===== src/rtl/mem_port_arbiter_if.sv =====
// Shared-memory port bundle: instruction-fetch requester, data requester and the single memory port.
// The arbiter is the slave of both requesters and drives the memory port.
interface mem_port_arbiter_if #(
  parameter int unsigned ADDR_W = 16,
  parameter int unsigned DATA_W = 32
);
  logic              if_req;
  logic [ADDR_W-1:0] if_addr;
  logic              if_gnt;
  logic              if_valid;
  logic [DATA_W-1:0] if_rdata;

  logic              d_req;
  logic              d_we;
  logic [ADDR_W-1:0] d_addr;
  logic [DATA_W-1:0] d_wdata;
  logic              d_gnt;
  logic              d_valid;
  logic [DATA_W-1:0] d_rdata;

  logic              mem_en;
  logic              mem_we;
  logic [ADDR_W-1:0] mem_addr;
  logic [DATA_W-1:0] mem_wdata;
  logic [DATA_W-1:0] mem_rdata;

  modport slave (
    input  if_req, if_addr, d_req, d_we, d_addr, d_wdata, mem_rdata,
    output if_gnt, if_valid, if_rdata, d_gnt, d_valid, d_rdata,
           mem_en, mem_we, mem_addr, mem_wdata
  );

  modport master (
    output if_req, if_addr, d_req, d_we, d_addr, d_wdata, mem_rdata,
    input  if_gnt, if_valid, if_rdata, d_gnt, d_valid, d_rdata,
           mem_en, mem_we, mem_addr, mem_wdata
  );
endinterface


===== src/rtl/mem_port_arbiter.sv =====
// Two-requester arbiter (fetch vs. data) onto one single-ported synchronous memory.
// Data has priority; a saturating starve counter forces a fetch grant after STARVE_MAX data wins.
module mem_port_arbiter #(
  parameter int unsigned ADDR_W     = 16,
  parameter int unsigned DATA_W     = 32,
  parameter int unsigned STARVE_MAX = 3
) (
  input  logic                clk,
  input  logic                rst,
  mem_port_arbiter_if.slave   bus,
  output logic                busy
);

  localparam int unsigned CntW = (STARVE_MAX < 1) ? 1 : $clog2(STARVE_MAX + 1);

  typedef enum logic [1:0] {StIdle, StIssue, StResp} state_e;

  state_e            state_q;
  logic              owner_q;   // 0 = fetch, 1 = data
  logic              op_we_q;   // current access is a store
  logic [CntW-1:0]   starve_q;
  logic              mem_en_q;
  logic              mem_we_q;
  logic [ADDR_W-1:0] mem_addr_q;
  logic [DATA_W-1:0] mem_wdata_q;

  logic any_req;
  logic starve_sat;
  logic fetch_win;
  logic store_win;

  assign any_req    = bus.if_req | bus.d_req;
  assign starve_sat = (starve_q == CntW'(STARVE_MAX));
  assign fetch_win  = bus.if_req & (~bus.d_req | starve_sat);
  assign store_win  = ~fetch_win & bus.d_we;

  always_ff @(posedge clk) begin
    if (rst) begin
      state_q     <= StIdle;
      owner_q     <= 1'b0;
      op_we_q     <= 1'b0;
      starve_q    <= '0;
      mem_en_q    <= 1'b0;
      mem_we_q    <= 1'b0;
      mem_addr_q  <= '0;
      mem_wdata_q <= '0;
    end else begin
      unique case (state_q)
        StIdle, StResp: begin
          if (any_req) begin
            state_q     <= StIssue;
            owner_q     <= ~fetch_win;
            op_we_q     <= store_win;
            mem_en_q    <= 1'b1;
            mem_we_q    <= store_win;
            mem_addr_q  <= fetch_win ? bus.if_addr : bus.d_addr;
            mem_wdata_q <= store_win ? bus.d_wdata : '0;
            // Count data wins that made a live fetch wait; any other grant clears.
            if (fetch_win || !bus.if_req) begin
              starve_q <= '0;
            end else if (!starve_sat) begin
              starve_q <= starve_q + CntW'(1);
            end
          end else begin
            state_q     <= StIdle;
            mem_en_q    <= 1'b0;
            mem_we_q    <= 1'b0;
            mem_addr_q  <= '0;
            mem_wdata_q <= '0;
          end
        end
        StIssue: begin
          state_q  <= StResp;
          mem_en_q <= 1'b0;
          mem_we_q <= 1'b0;
        end
        default: state_q <= StIdle;
      endcase
    end
  end

  logic resp;
  assign resp = (state_q == StResp);

  assign bus.mem_en    = mem_en_q;
  assign bus.mem_we    = mem_we_q;
  assign bus.mem_addr  = mem_addr_q;
  assign bus.mem_wdata = mem_wdata_q;

  assign bus.if_gnt   = mem_en_q & ~owner_q;
  assign bus.d_gnt    = mem_en_q & owner_q;
  assign bus.if_valid = resp & ~owner_q;
  assign bus.d_valid  = resp & owner_q;
  assign bus.if_rdata = (resp && !owner_q) ? bus.mem_rdata : '0;
  assign bus.d_rdata  = (resp && owner_q && !op_we_q) ? bus.mem_rdata : '0;

  assign busy = (state_q != StIdle);

endmodule


===== src/flat_wrapper.sv =====
// flat-port wrapper written by rule: the top's interface ports become plain ports
module mem_port_arbiter_flat 
#(
  parameter int unsigned ADDR_W     = 16,
  parameter int unsigned DATA_W     = 32,
  parameter int unsigned STARVE_MAX = 3
)
  (clk, rst, busy, bus_if_req, bus_if_addr, bus_d_req, bus_d_we, bus_d_addr, bus_d_wdata, bus_mem_rdata, bus_if_gnt, bus_if_valid, bus_if_rdata, bus_d_gnt, bus_d_valid, bus_d_rdata, bus_mem_en, bus_mem_we, bus_mem_addr, bus_mem_wdata);
  mem_port_arbiter_if #(.ADDR_W(ADDR_W), .DATA_W(DATA_W)) bus_i ();
  input  logic clk;
  input  logic rst;
  output logic busy;
  input wire logic [$bits(bus_i.if_req)-1:0] bus_if_req;
  input wire logic [$bits(bus_i.if_addr)-1:0] bus_if_addr;
  input wire logic [$bits(bus_i.d_req)-1:0] bus_d_req;
  input wire logic [$bits(bus_i.d_we)-1:0] bus_d_we;
  input wire logic [$bits(bus_i.d_addr)-1:0] bus_d_addr;
  input wire logic [$bits(bus_i.d_wdata)-1:0] bus_d_wdata;
  input wire logic [$bits(bus_i.mem_rdata)-1:0] bus_mem_rdata;
  output wire logic [$bits(bus_i.if_gnt)-1:0] bus_if_gnt;
  output wire logic [$bits(bus_i.if_valid)-1:0] bus_if_valid;
  output wire logic [$bits(bus_i.if_rdata)-1:0] bus_if_rdata;
  output wire logic [$bits(bus_i.d_gnt)-1:0] bus_d_gnt;
  output wire logic [$bits(bus_i.d_valid)-1:0] bus_d_valid;
  output wire logic [$bits(bus_i.d_rdata)-1:0] bus_d_rdata;
  output wire logic [$bits(bus_i.mem_en)-1:0] bus_mem_en;
  output wire logic [$bits(bus_i.mem_we)-1:0] bus_mem_we;
  output wire logic [$bits(bus_i.mem_addr)-1:0] bus_mem_addr;
  output wire logic [$bits(bus_i.mem_wdata)-1:0] bus_mem_wdata;
  assign bus_i.if_req = bus_if_req;
  assign bus_i.if_addr = bus_if_addr;
  assign bus_i.d_req = bus_d_req;
  assign bus_i.d_we = bus_d_we;
  assign bus_i.d_addr = bus_d_addr;
  assign bus_i.d_wdata = bus_d_wdata;
  assign bus_i.mem_rdata = bus_mem_rdata;
  assign bus_if_gnt = bus_i.if_gnt;
  assign bus_if_valid = bus_i.if_valid;
  assign bus_if_rdata = bus_i.if_rdata;
  assign bus_d_gnt = bus_i.d_gnt;
  assign bus_d_valid = bus_i.d_valid;
  assign bus_d_rdata = bus_i.d_rdata;
  assign bus_mem_en = bus_i.mem_en;
  assign bus_mem_we = bus_i.mem_we;
  assign bus_mem_addr = bus_i.mem_addr;
  assign bus_mem_wdata = bus_i.mem_wdata;
  mem_port_arbiter #(.ADDR_W(ADDR_W), .DATA_W(DATA_W), .STARVE_MAX(STARVE_MAX)) u_core (.clk(clk), .rst(rst), .bus(bus_i), .busy(busy));
endmodule

===== config.mk =====
export PLATFORM = sky130hd
export DESIGN_NAME = mem_port_arbiter_flat
export DESIGN_NICKNAME = d
export VERILOG_FILES = /design/src/rtl/mem_port_arbiter_if.sv /design/src/rtl/mem_port_arbiter.sv /design/src/flat_wrapper.sv
export SDC_FILE = /design/constraint.sdc
export NUM_CORES = 1
export LEC_CHECK = 0
export ABC_AREA = 1
export CELL_PAD_IN_SITES_DETAIL_PLACEMENT = 0
export CELL_PAD_IN_SITES_GLOBAL_PLACEMENT = 1
export CORE_MARGIN = 2
export CORE_UTILIZATION = 22
export DETAILED_ROUTE_END_ITERATION = 7
export PLACE_DENSITY_LB_ADDON = 0.1
export RECOVER_POWER = 50
export SYNTH_ARGS = -nofsm -noshare
export SYNTH_HDL_FRONTEND = slang
export SYNTH_SLANG_ARGS = --single-unit
export TNS_END_PERCENT = 5

===== constraint.sdc =====
create_clock -name clk -period 3.1 [get_ports clk]
set_input_delay 0.465 -clock clk [delete_from_list [all_inputs] [get_ports clk]]
set_output_delay 0.465 -clock clk [all_outputs]
set_load 0.01 [all_outputs]

# Yosys cells after proc, flatten, opt, wreduce, memory -nomap -nowiden
# Cells that the tools add are included.
dict set report totals {
  elab_cells 51
  out_inout_bits 119
  register_bits 56
  input_bits 101
}
dict set report op_classes {
  bitwise_logic 11
  n_addsub 1
  reduce_logical 13
  eq_ne 4
  muxes 14
}
# cell count
set ops {}
lappend ops {{32-bit 2-to-1 mux} 4}
lappend ops {{16-bit 2-to-1 mux} 2}
lappend ops {{1-bit bitwise AND} 6}
lappend ops {{2-bit == test, second input constant} 2}
lappend ops {{2-bit 2-to-1 mux} 2}
lappend ops {{1-bit case mux with 2 select lines} 2}
lappend ops {{2-bit case mux with 2 select lines} 1}
lappend ops {{2-bit nonzero test} 2}
lappend ops {{1-bit logical AND} 3}
lappend ops {{1-bit logical NOT} 3}
lappend ops {{1-bit 2-to-1 mux} 3}
lappend ops {{1-bit NOT} 3}
lappend ops {{3-bit AND reduction} 1}
lappend ops {{2-bit by 1-bit adder with 2-bit output, second input constant} 1}
lappend ops {{2-bit by 1-bit == test with 1-bit output, second input constant} 1}
lappend ops {{2-bit logical NOT} 1}
lappend ops {{2-bit != test, second input constant} 1}
lappend ops {{1-bit bitwise OR} 2}
lappend ops {{2-bit AND reduction} 1}
lappend ops {{2-bit OR reduction} 1}
lappend ops {{1-bit logical OR} 1}

# Logic depth before layout (Yosys ltp)
dict set report depth {
  depth_word 7
  ltp_mapped 8
  depth_no_buf 8
}

# Worst setup path after synthesis
# Ideal clock, no wire load.
dict set report synth_path {
  path_type {register -> output}
  start {register u_core.state_q[1]}
  end {output port bus_if_rdata[10]}
  slack_ns 1.433
  n_path_buf 1
  stages_incl_launch_ff 6
  arrival_time_ns 1.202
  cell_sequence {dfxtp_1 inv_1 nor3_1 inv_1 buf_2 nor2_1}
}
dict set report synth_between {
  elab_chain_cells 3
}
# element line_no
set synth_lines {}
lappend synth_lines {{start, declared} mem_port_arbiter.sv:18} ;# state_e state_q;
lappend synth_lines {{start signal, assigned} mem_port_arbiter.sv:39} ;# state_q <= StIdle;
lappend synth_lines {{start signal, assigned} mem_port_arbiter.sv:51} ;# state_q <= StIssue;
lappend synth_lines {{start signal, assigned} mem_port_arbiter.sv:65} ;# state_q <= StIdle;
lappend synth_lines {{2-bit == test} mem_port_arbiter.sv:83} ;# assign resp = (state_q == StResp);
lappend synth_lines {{1-bit logical AND} mem_port_arbiter.sv:94} ;# assign bus.if_rdata = (resp && !owner_q) ? bus.mem_rdata : '0;
lappend synth_lines {{32-bit 2-to-1 mux} mem_port_arbiter.sv:94}
lappend synth_lines {{end, declared} flat_wrapper.sv:22} ;# output wire logic [$bits(bus_i.if_rdata)-1:0] bus_if_rdata;
# No other way between the ends.

# Final worst setup path
dict set report layout_path {
  start {register u_core.state_q[1]}
  end {output port bus_if_rdata[13]}
}
# The elaborated chain is that of the path after synthesis.

==> summary by stage <==
Setup path
The cell with the most instances on the worst path is inv_1. In this run the critical register-to-register path is captured at u_core.bus.mem_wdata[3]. By startpoint and endpoint, the worst setup path is classified as flop to primary output. On the critical path, the stage with the largest delay is an instance of clkdlybuf4s50_1. The number of cells traversed by the worst register-to-register path is 6. The worst path required time is 2630 ps.

The largest single stage delay on the critical path is 560 ps. The element type at the critical path start is a flop. The register-to-register setup slack is 680 ps. The largest fanout on the critical path is 32. Traced cell by cell, the critical path runs through inv_1 -> nor3_1 -> inv_1 -> nor2_1 -> clkdlybuf4s50_1. The startpoint of the worst-slack reg-to-reg timing path is u_core.starve_q[0]. The critical path arrival is 2190 ps.

The worst setup path is captured at a primary output.

Finish
The number of antenna diodes is 0. The count of cells in the finished layout, fillers not included, comes to slightly below 800. Of the cells placed in the final design, the portion with a size suffix greater than 1 is 0.0273.

Relative to the synthesized area, the layout overhead comes to 92.4%. The leading cell type in the layout, fill and taps excluded is clkdlybuf4s50_1. In the layout the commonest cells are clkdlybuf4s50_1, nand2_1, nor2_1, inv_1, dfxtp_1.

Measured on the finished design, the core utilization comes to 0.431. The final layout net count is 724.

Global route
The initial antenna violation count is 0. The global-route wire length before repair is 15,400 µm. In the global route stage, overall resource usage came out at 0.147. The via count of the first global-routing pass is 2,965.

Entering global routing, the biggest net connects 36 pins. The total global routing overflow is 0.

Placement
The count of port buffers added during placement is 219. The number of cells in the design after placement is 762. The HPWL after detailed placement is 7750 µm. The pre-CTS worst setup slack is approximately 740 ps. The final weighted congestion in routability-driven placement is 0.719.

Routing
The number of vias per cell after detailed routing is 4.12. The final antenna-violating net count is 0. The iteration-0 DRC count of the detailed router is around 110. The average wire per cell in the routed design is 13.1 µm. The residual DRC count is 0. The via total after detailed routing is 3,172. The pre-antenna-repair detailed-routing pass consisted of 4 iterations. The sum of routed wire length over all layers is about 10,000 µm.

Clock network
The H-tree depth is 2. For the worst-skew pair, the clock arrives at the later sink with an insertion delay of 290 ps. Hold repair after CTS inserted 0 buffers. The clock-pin slew reported for the worst setup and hold paths after clock tree synthesis is 70 ps.

The clock tree from TritonCTS is yes. The cell at the root of the clock tree is clkbuf_16. The clock sink count is 56.

The number of setup buffers added after CTS is 0. The clock passes through at most 2 buffers. The TritonCTS buffer count is 5. The number of gates resized after cts is 0.

Yosys
Ranked by total cell area, the synthesized netlist is headed by dfxtp_1, nand2_1, nor2_1. During synthesis, Yosys emitted a total of 0 warnings. The area fraction of the dominant cell type after synthesis is 0.420. The sequential-to-total area share from yosys stat is 0.420.

Each instance of the synthesized netlist takes up on average 6.45 µm². The count of different cell masters after synthesis is 24. In this run, synthesis produced a sequential element count of 56. In the synthesized netlist, the number of instances is 414. dfxtp_1 takes more of the synthesized area than any other cell. The number of nets in the synthesized netlist is 516. The synthesized cell area is ~0.0027 mm².

Timing
The worst pin sits at a relative slew slack of 0.133. The routed design could run at a clock period as short as 2650 ps. For the final database, setup skew stands at 5.89 ps. The final critical-path share of the clock period is 0.856. The maximum clock frequency is about 380 MHz. The final count of negative-setup-slack endpoints is 0. The actual slew at the worst max-slew pin is 1300 ps. Setup repair after global routing left no endpoint under its margin.

In the final timing run, aggregate negative setup slack is 0 ps. The final setup slack of the worst path is about 450 ps. The count of final hold-check violations is 0. The final-report max-slew violation count is 0.

Min path
The launch instance of the worst min-delay path is u_core.bus.mem_addr[3]. Along the worst hold path, the cell count comes to 2. The endpoint of the worst hold-timing path is u_core.bus.mem_addr[3]. In this run the worst hold path is classified as flop to flop.

Power
The static leakage power is 2.39 nW. Overall power consumption after layout is estimated at 1.86 mW. The total power per unit cell area is about 360 mW/mm². The worst IR drop on VDD is 0.262 mV.

Status
The run finished with clean final reports.

Die
The die is around 110 µm wide. After floorplanning, the core was divided into 40 placement rows. For this configuration, the core starts out at a cell density of 0.224. The placeable core area is ~0.012 mm². The die is 114 µm tall.

The die area is 0.0130 mm². The number of top-level design ports is 220.

Flow run
The max-capacitance violation count is 0.
## through the flow
step | area, µm² | hold WS (ps)
after detailed placement | 4980 | 444
after CTS | 5170 | 458
after global routing | 5140 | 469
final | 5140 | 452
after global placement | 4980 | 439
after floorplan | 2670 | 439
## cells in the mapped netlist
cell and number:
nand2_1 126, nor2_1 68, inv_1 60, dfxtp_1 56
o21ai_1 28, nand3_1 16, buf_2 14, nand3b_1 14
a21oi_1 5, buf_4 4, clkbuf_1 4, o21ai_0 4
nand2_2 2, nor2_2 2, nor3_1 2, a31oi_1 1
and3_1 1, buf_1 1, ha_1 1, inv_2 1
nand3_4 1, nand4_1 1, nor2_4 1, o21ai_2 1
## power breakdown
part,internal (mW),switching (mW),total (mW)
clock network,0.426,0.257,0.683
logic,0.223,0.171,0.395
registers,0.758,0.0203,0.778
## worst max-delay path, delay by kind of cell (launching register included)
family / cells / cell delay (ps)
flops: 1 / 370
buf+inv: 3 / 1080
simple gates: 2 / 450
## registers in the layout, indices dropped and copies added, names as in the netlist
| signal | count |
|---|---|
| u_core.bus.mem_wdata | 32 |
| u_core.bus.mem_addr | 16 |
| u_core.starve_q | 2 |
| u_core.state_q | 2 |
| u_core.bus.mem_en | 1 |
| u_core.bus.mem_we | 1 |
| u_core.op_we_q | 1 |
| u_core.owner_q | 1 |
## cells by family (layout without fill, tap and decap cells)
logic type,after synthesis,count (layout),share of synthesized area
AOI/OAI and AO/OA,39,39,0.0749
adders and majority gates,1,1,0.00468
DFF,56,56,0.420
and+or+nand+nor,234,234,0.370
buffers and inverters,84,293,0.130
## final cells by class
type,instances,area (µm²)
Inverter,61,229
Clock buffer,7,153
Tap cell,147,184
Fill cell,1248,6770
Sequential cell,56,1120
Timing Repair Buffer,224,2240
Multi-Input combinational cell,274,1180
Clock inverter,1,30.0
## routing by layer
layer | track usage | wire [µm]
met4 | 0.0293 | 77
met2 | 0.257 | 4750
met1 | 0.173 | 4260
met5 | 0 | 0
met3 | 0.0540 | 962
## how the worst max path moves through the flow
stage                 startpoint          endpoint  slack, ps  cells after the start
4_1_cts        u_core.state_q[1]  bus_if_rdata[13]        430                      5
2_1_floorplan  u_core.state_q[1]  bus_if_rdata[10]       1430                      5
5_1_grt        u_core.state_q[1]  bus_if_rdata[13]        190                      5
3_3_place_gp   u_core.state_q[1]   bus_if_rdata[6]        850                      5
6_report       u_core.state_q[1]  bus_if_rdata[13]        450                      5
3_5_place_dp   u_core.state_q[1]  bus_if_rdata[13]        740                      5
Power figures use the tool's default switching activity.
==> edit 1: new RTL, same flow settings <==
The 3 states of `state_e` get a one-hot encoding in 3 bits.
--- a/src/rtl/mem_port_arbiter.sv
+++ b/src/rtl/mem_port_arbiter.sv
@@ -15,3 +15,3 @@
 
-  typedef enum logic [1:0] {StIdle, StIssue, StResp} state_e;
+  typedef enum logic [2:0] {StIdle = 3'b001, StIssue = 3'b010, StResp = 3'b100} state_e;
 
Formal check against the unedited RTL: no difference found for any inputs over 10 cycles, from zero or initial values and one cycle with rst high; not proved beyond that.
==> edit 1 against the original RTL <==
- maximum frequency rose by 1.1%
- routed wire length grew 26%
- design area rose by 14%
- critical path type unchanged
- cell count is 19% higher
- first-iteration DRC count increased by 79%
- setup slack better by 29 ps
- sequential cell count up 1
- area after synthesis up 22%
- total power grew 38%
- largest cell class unchanged
==> edit 1: results (changes against the original RTL) <==
[final_layout]
nets = 827  ; +14%
n_clock_buffer = 12  ; +5
clockNetworkAreaShare_pct = 6.077  ; +2.5 points
final_cells = 914  ; +19%
multi_input_area_share_pct = 27.26  ; +4.2 points
layout-drive-gt1-share_pct = 6.849  ; +4.1 points
area.share.sequential_pct = 19.52  ; -2.3 points
buf_share_pct = 38.39  ; -5.2 points
inverters = 75  ; +23%
nFillCells = 1492  ; +20%
seq_cell_count = 57  ; +1.8%

[worst_setup_path]
critPathArrivalTime_ps = 2160  ; -30 ps
cp_slowest_stage_delay_ps = 600  ; +40 ps

[clock_tree]
numCtsBuffers = 9  ; +4
cts.reportedPaths.clkPinSlew_ps = 50  ; -20 ps
ctsHtreeMaxLevel = 3  ; +1

[placement]
dp_hpwl_mm = 8.999  ; +16%
dp_slack_ps = 798.4  ; +56.35 ps
gp_congestion = 0.8023  ; +12%
dpl_cell_area_um2 = 5518  ; +11%

[yosys]
netlist_top_cells_area = dfxtp_1, nor2_1, inv_1, nand2_1, nand4_1
synth.distinct_cells = 28  ; +17%
yosys-top-cells-count = nor2_1, inv_1, nand2_1, dfxtp_1, nand3_1
yosysSeqAreaShare_pct = 34.88  ; -7.1 points

[timing]
relSlewSlack_pct = 24.26  ; +11 points

[outcome]
status = finished clean

[global_routing]
grt_usage_pct = 15.25  ; +0.57 points
grt_pass1_wl_mm = 19.26  ; +25%
grt_start_max_net_pins = 50  ; +39%
grt_pass1_vias = 3560  ; +20%

[pwr]
p_comb_mw = 0.559  ; +42%
pwr-share-seq_pct = 31.8  ; -10 points
p_switching_mw = 0.6975  ; +55%
p_total_mw = 2.569  ; +38%
vdd_ir_drop_max_mv = 0.2044  ; -22%

[detailed_routing]
drt_iter0_drc = 193  ; +79%
vias_per_cell = 4.235  ; +2.8%

[die]
die-area_um2 = 15860  ; +22%

[edit 1: cell types whose count changed in the layout (fill, tap and decap cells not counted), sizes merged, moves of 2 or more]
cell    change
bufinv      +2
clkbuf      +7
clkinv      +2
inv        +13
nand2      -51
nand3      +17
nand3b     -13
nand4      +32
nor2      +130
o21ai      -32
[edit 1: logic make-up after synthesis]
| group | after synthesis | synth area share, % |
|---|---|---|
| AO/OA/AOI/OAI | 7 | 1.071 |
| flip-flops | 57 | 34.88 |
| AND/OR/NAND/NOR | 348 | 47.76 |
| adder cells (fa/ha/maj) | 1 | 0.3823 |
| buffers and inverters | 111 | 15.91 |
[edit 1: per-layer routing]
metal,GRT usage [%],up-vias,wire (um)
met1,18.97,1704,5453
met3,3.653,16,867
li1,-,1996,-
met4,5.947,0,229
met5,0,-,0
met2,25.46,155,6069
[edit 1: stage by stage]
stage                     util [%]  hold slack [ps]
final                        40.23            463.0
after global routing         40.23            485.6
after CTS                    40.41            466.3
after detailed placement     37.96            457.7
after global placement       37.96            455.3
after floorplan                  -            443.7
[edit 1: worst paths after layout]
path / start / to / slack (ps) / depth (start not counted)
min reg2reg: u_core.bus.mem_addr[15]$_SDFFE_PP0N_ / u_core.bus.mem_addr[15]$_SDFFE_PP0N_ / 460 / 2
min: u_core.bus.mem_addr[15]$_SDFFE_PP0N_ / u_core.bus.mem_addr[15]$_SDFFE_PP0N_ / 460 / 2
max: u_core.state_q[0]$_SDFF_PP1_ / bus_d_rdata[0] / 470 / 7
max reg2reg: u_core.state_q[0]$_SDFF_PP1_ / u_core.bus.mem_addr[11]$_SDFFE_PP0N_ / 530 / 8
==> edit 2: new RTL, config.mk and constraints unchanged <==
Without the edit above. `DATA_W` is set to 32 in 3 places; all go to 48.
--- a/src/rtl/mem_port_arbiter_if.sv
+++ b/src/rtl/mem_port_arbiter_if.sv
@@ -4,3 +4,3 @@
   parameter int unsigned ADDR_W = 16,
-  parameter int unsigned DATA_W = 32
+  parameter int unsigned DATA_W = 48
 );
--- a/src/rtl/mem_port_arbiter.sv
+++ b/src/rtl/mem_port_arbiter.sv
@@ -4,3 +4,3 @@
   parameter int unsigned ADDR_W     = 16,
-  parameter int unsigned DATA_W     = 32,
+  parameter int unsigned DATA_W     = 48,
   parameter int unsigned STARVE_MAX = 3
--- a/src/flat_wrapper.sv
+++ b/src/flat_wrapper.sv
@@ -4,3 +4,3 @@
   parameter int unsigned ADDR_W     = 16,
-  parameter int unsigned DATA_W     = 32,
+  parameter int unsigned DATA_W     = 48,
   parameter int unsigned STARVE_MAX = 3
Interface: changed (5 resized); port bits go from 220 to 300. No check against the original RTL was run, so the function may have changed too.
==> edit 2 against the original RTL <==
- count of clock-buffer cells in the layout rose by 2
- routed wire length increased by 41%
- total power is 42% higher
- worst hold slack lost 4.3 ps
- design area grew 33%
- clock power rose by 68%
- first-iteration DRC count is 4.6% lower
- sequential cell count increased by 16
- cell count increased by 33%
- setup slack improved by 19 ps
- die area grew 27%
- area after synthesis increased by 28%
- largest cell class unchanged
==> edit 2: results (changes against the original RTL) <==
[global_routing]
grt_usage_pct = 16.11  ; +1.4 points
grt_pass1_wl_mm = 20.80  ; +35%
grt_start_max_net_pins = 49  ; +36%
use_met2_pct = 29.26  ; +3.6 points
met3_usage_pct = 6.902  ; +1.5 points
met1_usage_pct = 16.82  ; -0.46 points

[worst_setup_path]
cp_slowest_stage_delay_ps = 540  ; -20 ps
critPathArrivalTime_ps = 2170  ; -20 ps

[final_layout]
buf_share_pct = 44.45  ; +0.89 points
nFillCells = 1488  ; +19%
clockNetworkAreaShare_pct = 4.812  ; +1.3 points
n_all_buffers = 306  ; +37%
area.share.sequential_pct = 21.08  ; -0.74 points

[placement]
io_buffers = 299  ; +37%
placedCellCount = 1008  ; +32%
dp_hpwl_mm = 11.05  ; +43%

[timing]
tightest_slew_ps = 1142  ; -154.4 ps
skew_ps = 5.628  ; -0.2667 ps

[detailed_routing]
met3_length_mm = 1.434  ; +49%
vias_per_cell = 4.134  ; +0.34%
firstDrtPassIters = 6  ; +2
met1_length_mm = 5.414  ; +27%
drt_iter0_drc = 103  ; -4.6%

[outcome]
status = finished clean

[yosys]
yosysSeqAreaShare_pct = 42.15  ; +0.18 points
netlist_top_cells_area = dfxtp_1, nand2_1, nor2_1, inv_1, o21ai_1
synth_compound_area_share_pct = 8.196  ; +0.70 points
synth_fa_ha_area_share_pct = 0.3659  ; -0.10 points

[clock_tree]
worstSkewPairLatency_ps = 330  ; +40 ps

==> edit 2: path summary, 6_finish.rpt <==
check | startpoint | endpoint | slack (ps) | cells after the start
worst min-delay path | u_core.bus.mem_addr[8]$_SDFFE_PP0N_ | u_core.bus.mem_addr[8]$_SDFFE_PP0N_ | 450 | 2
worst min register to register | u_core.bus.mem_addr[8]$_SDFFE_PP0N_ | u_core.bus.mem_addr[8]$_SDFFE_PP0N_ | 450 | 2
worst max-delay path | u_core.state_q[0]$_SDFF_PP0_ | bus_d_rdata[17] | 460 | 6
worst max register to register | u_core.starve_q[0]$_SDFFE_PP0P_ | u_core.bus.mem_wdata[10]$_SDFFE_PP0N_ | 770 | 7
==> edit 2: worst min-delay path, cell delays in order, from the launching register on <==
cell and delay, ps:
dfxtp_1 310, nand2_1 60, nand2_1 40
==> edit 2: where the power goes <==
group	switching (mW)	leakage, nW	internal (mW)
sequential	0.0255	0.589	0.972
clock	0.432	0.154	0.714
combinational	0.217	2.46	0.284
total	0.675	3.21	1.97
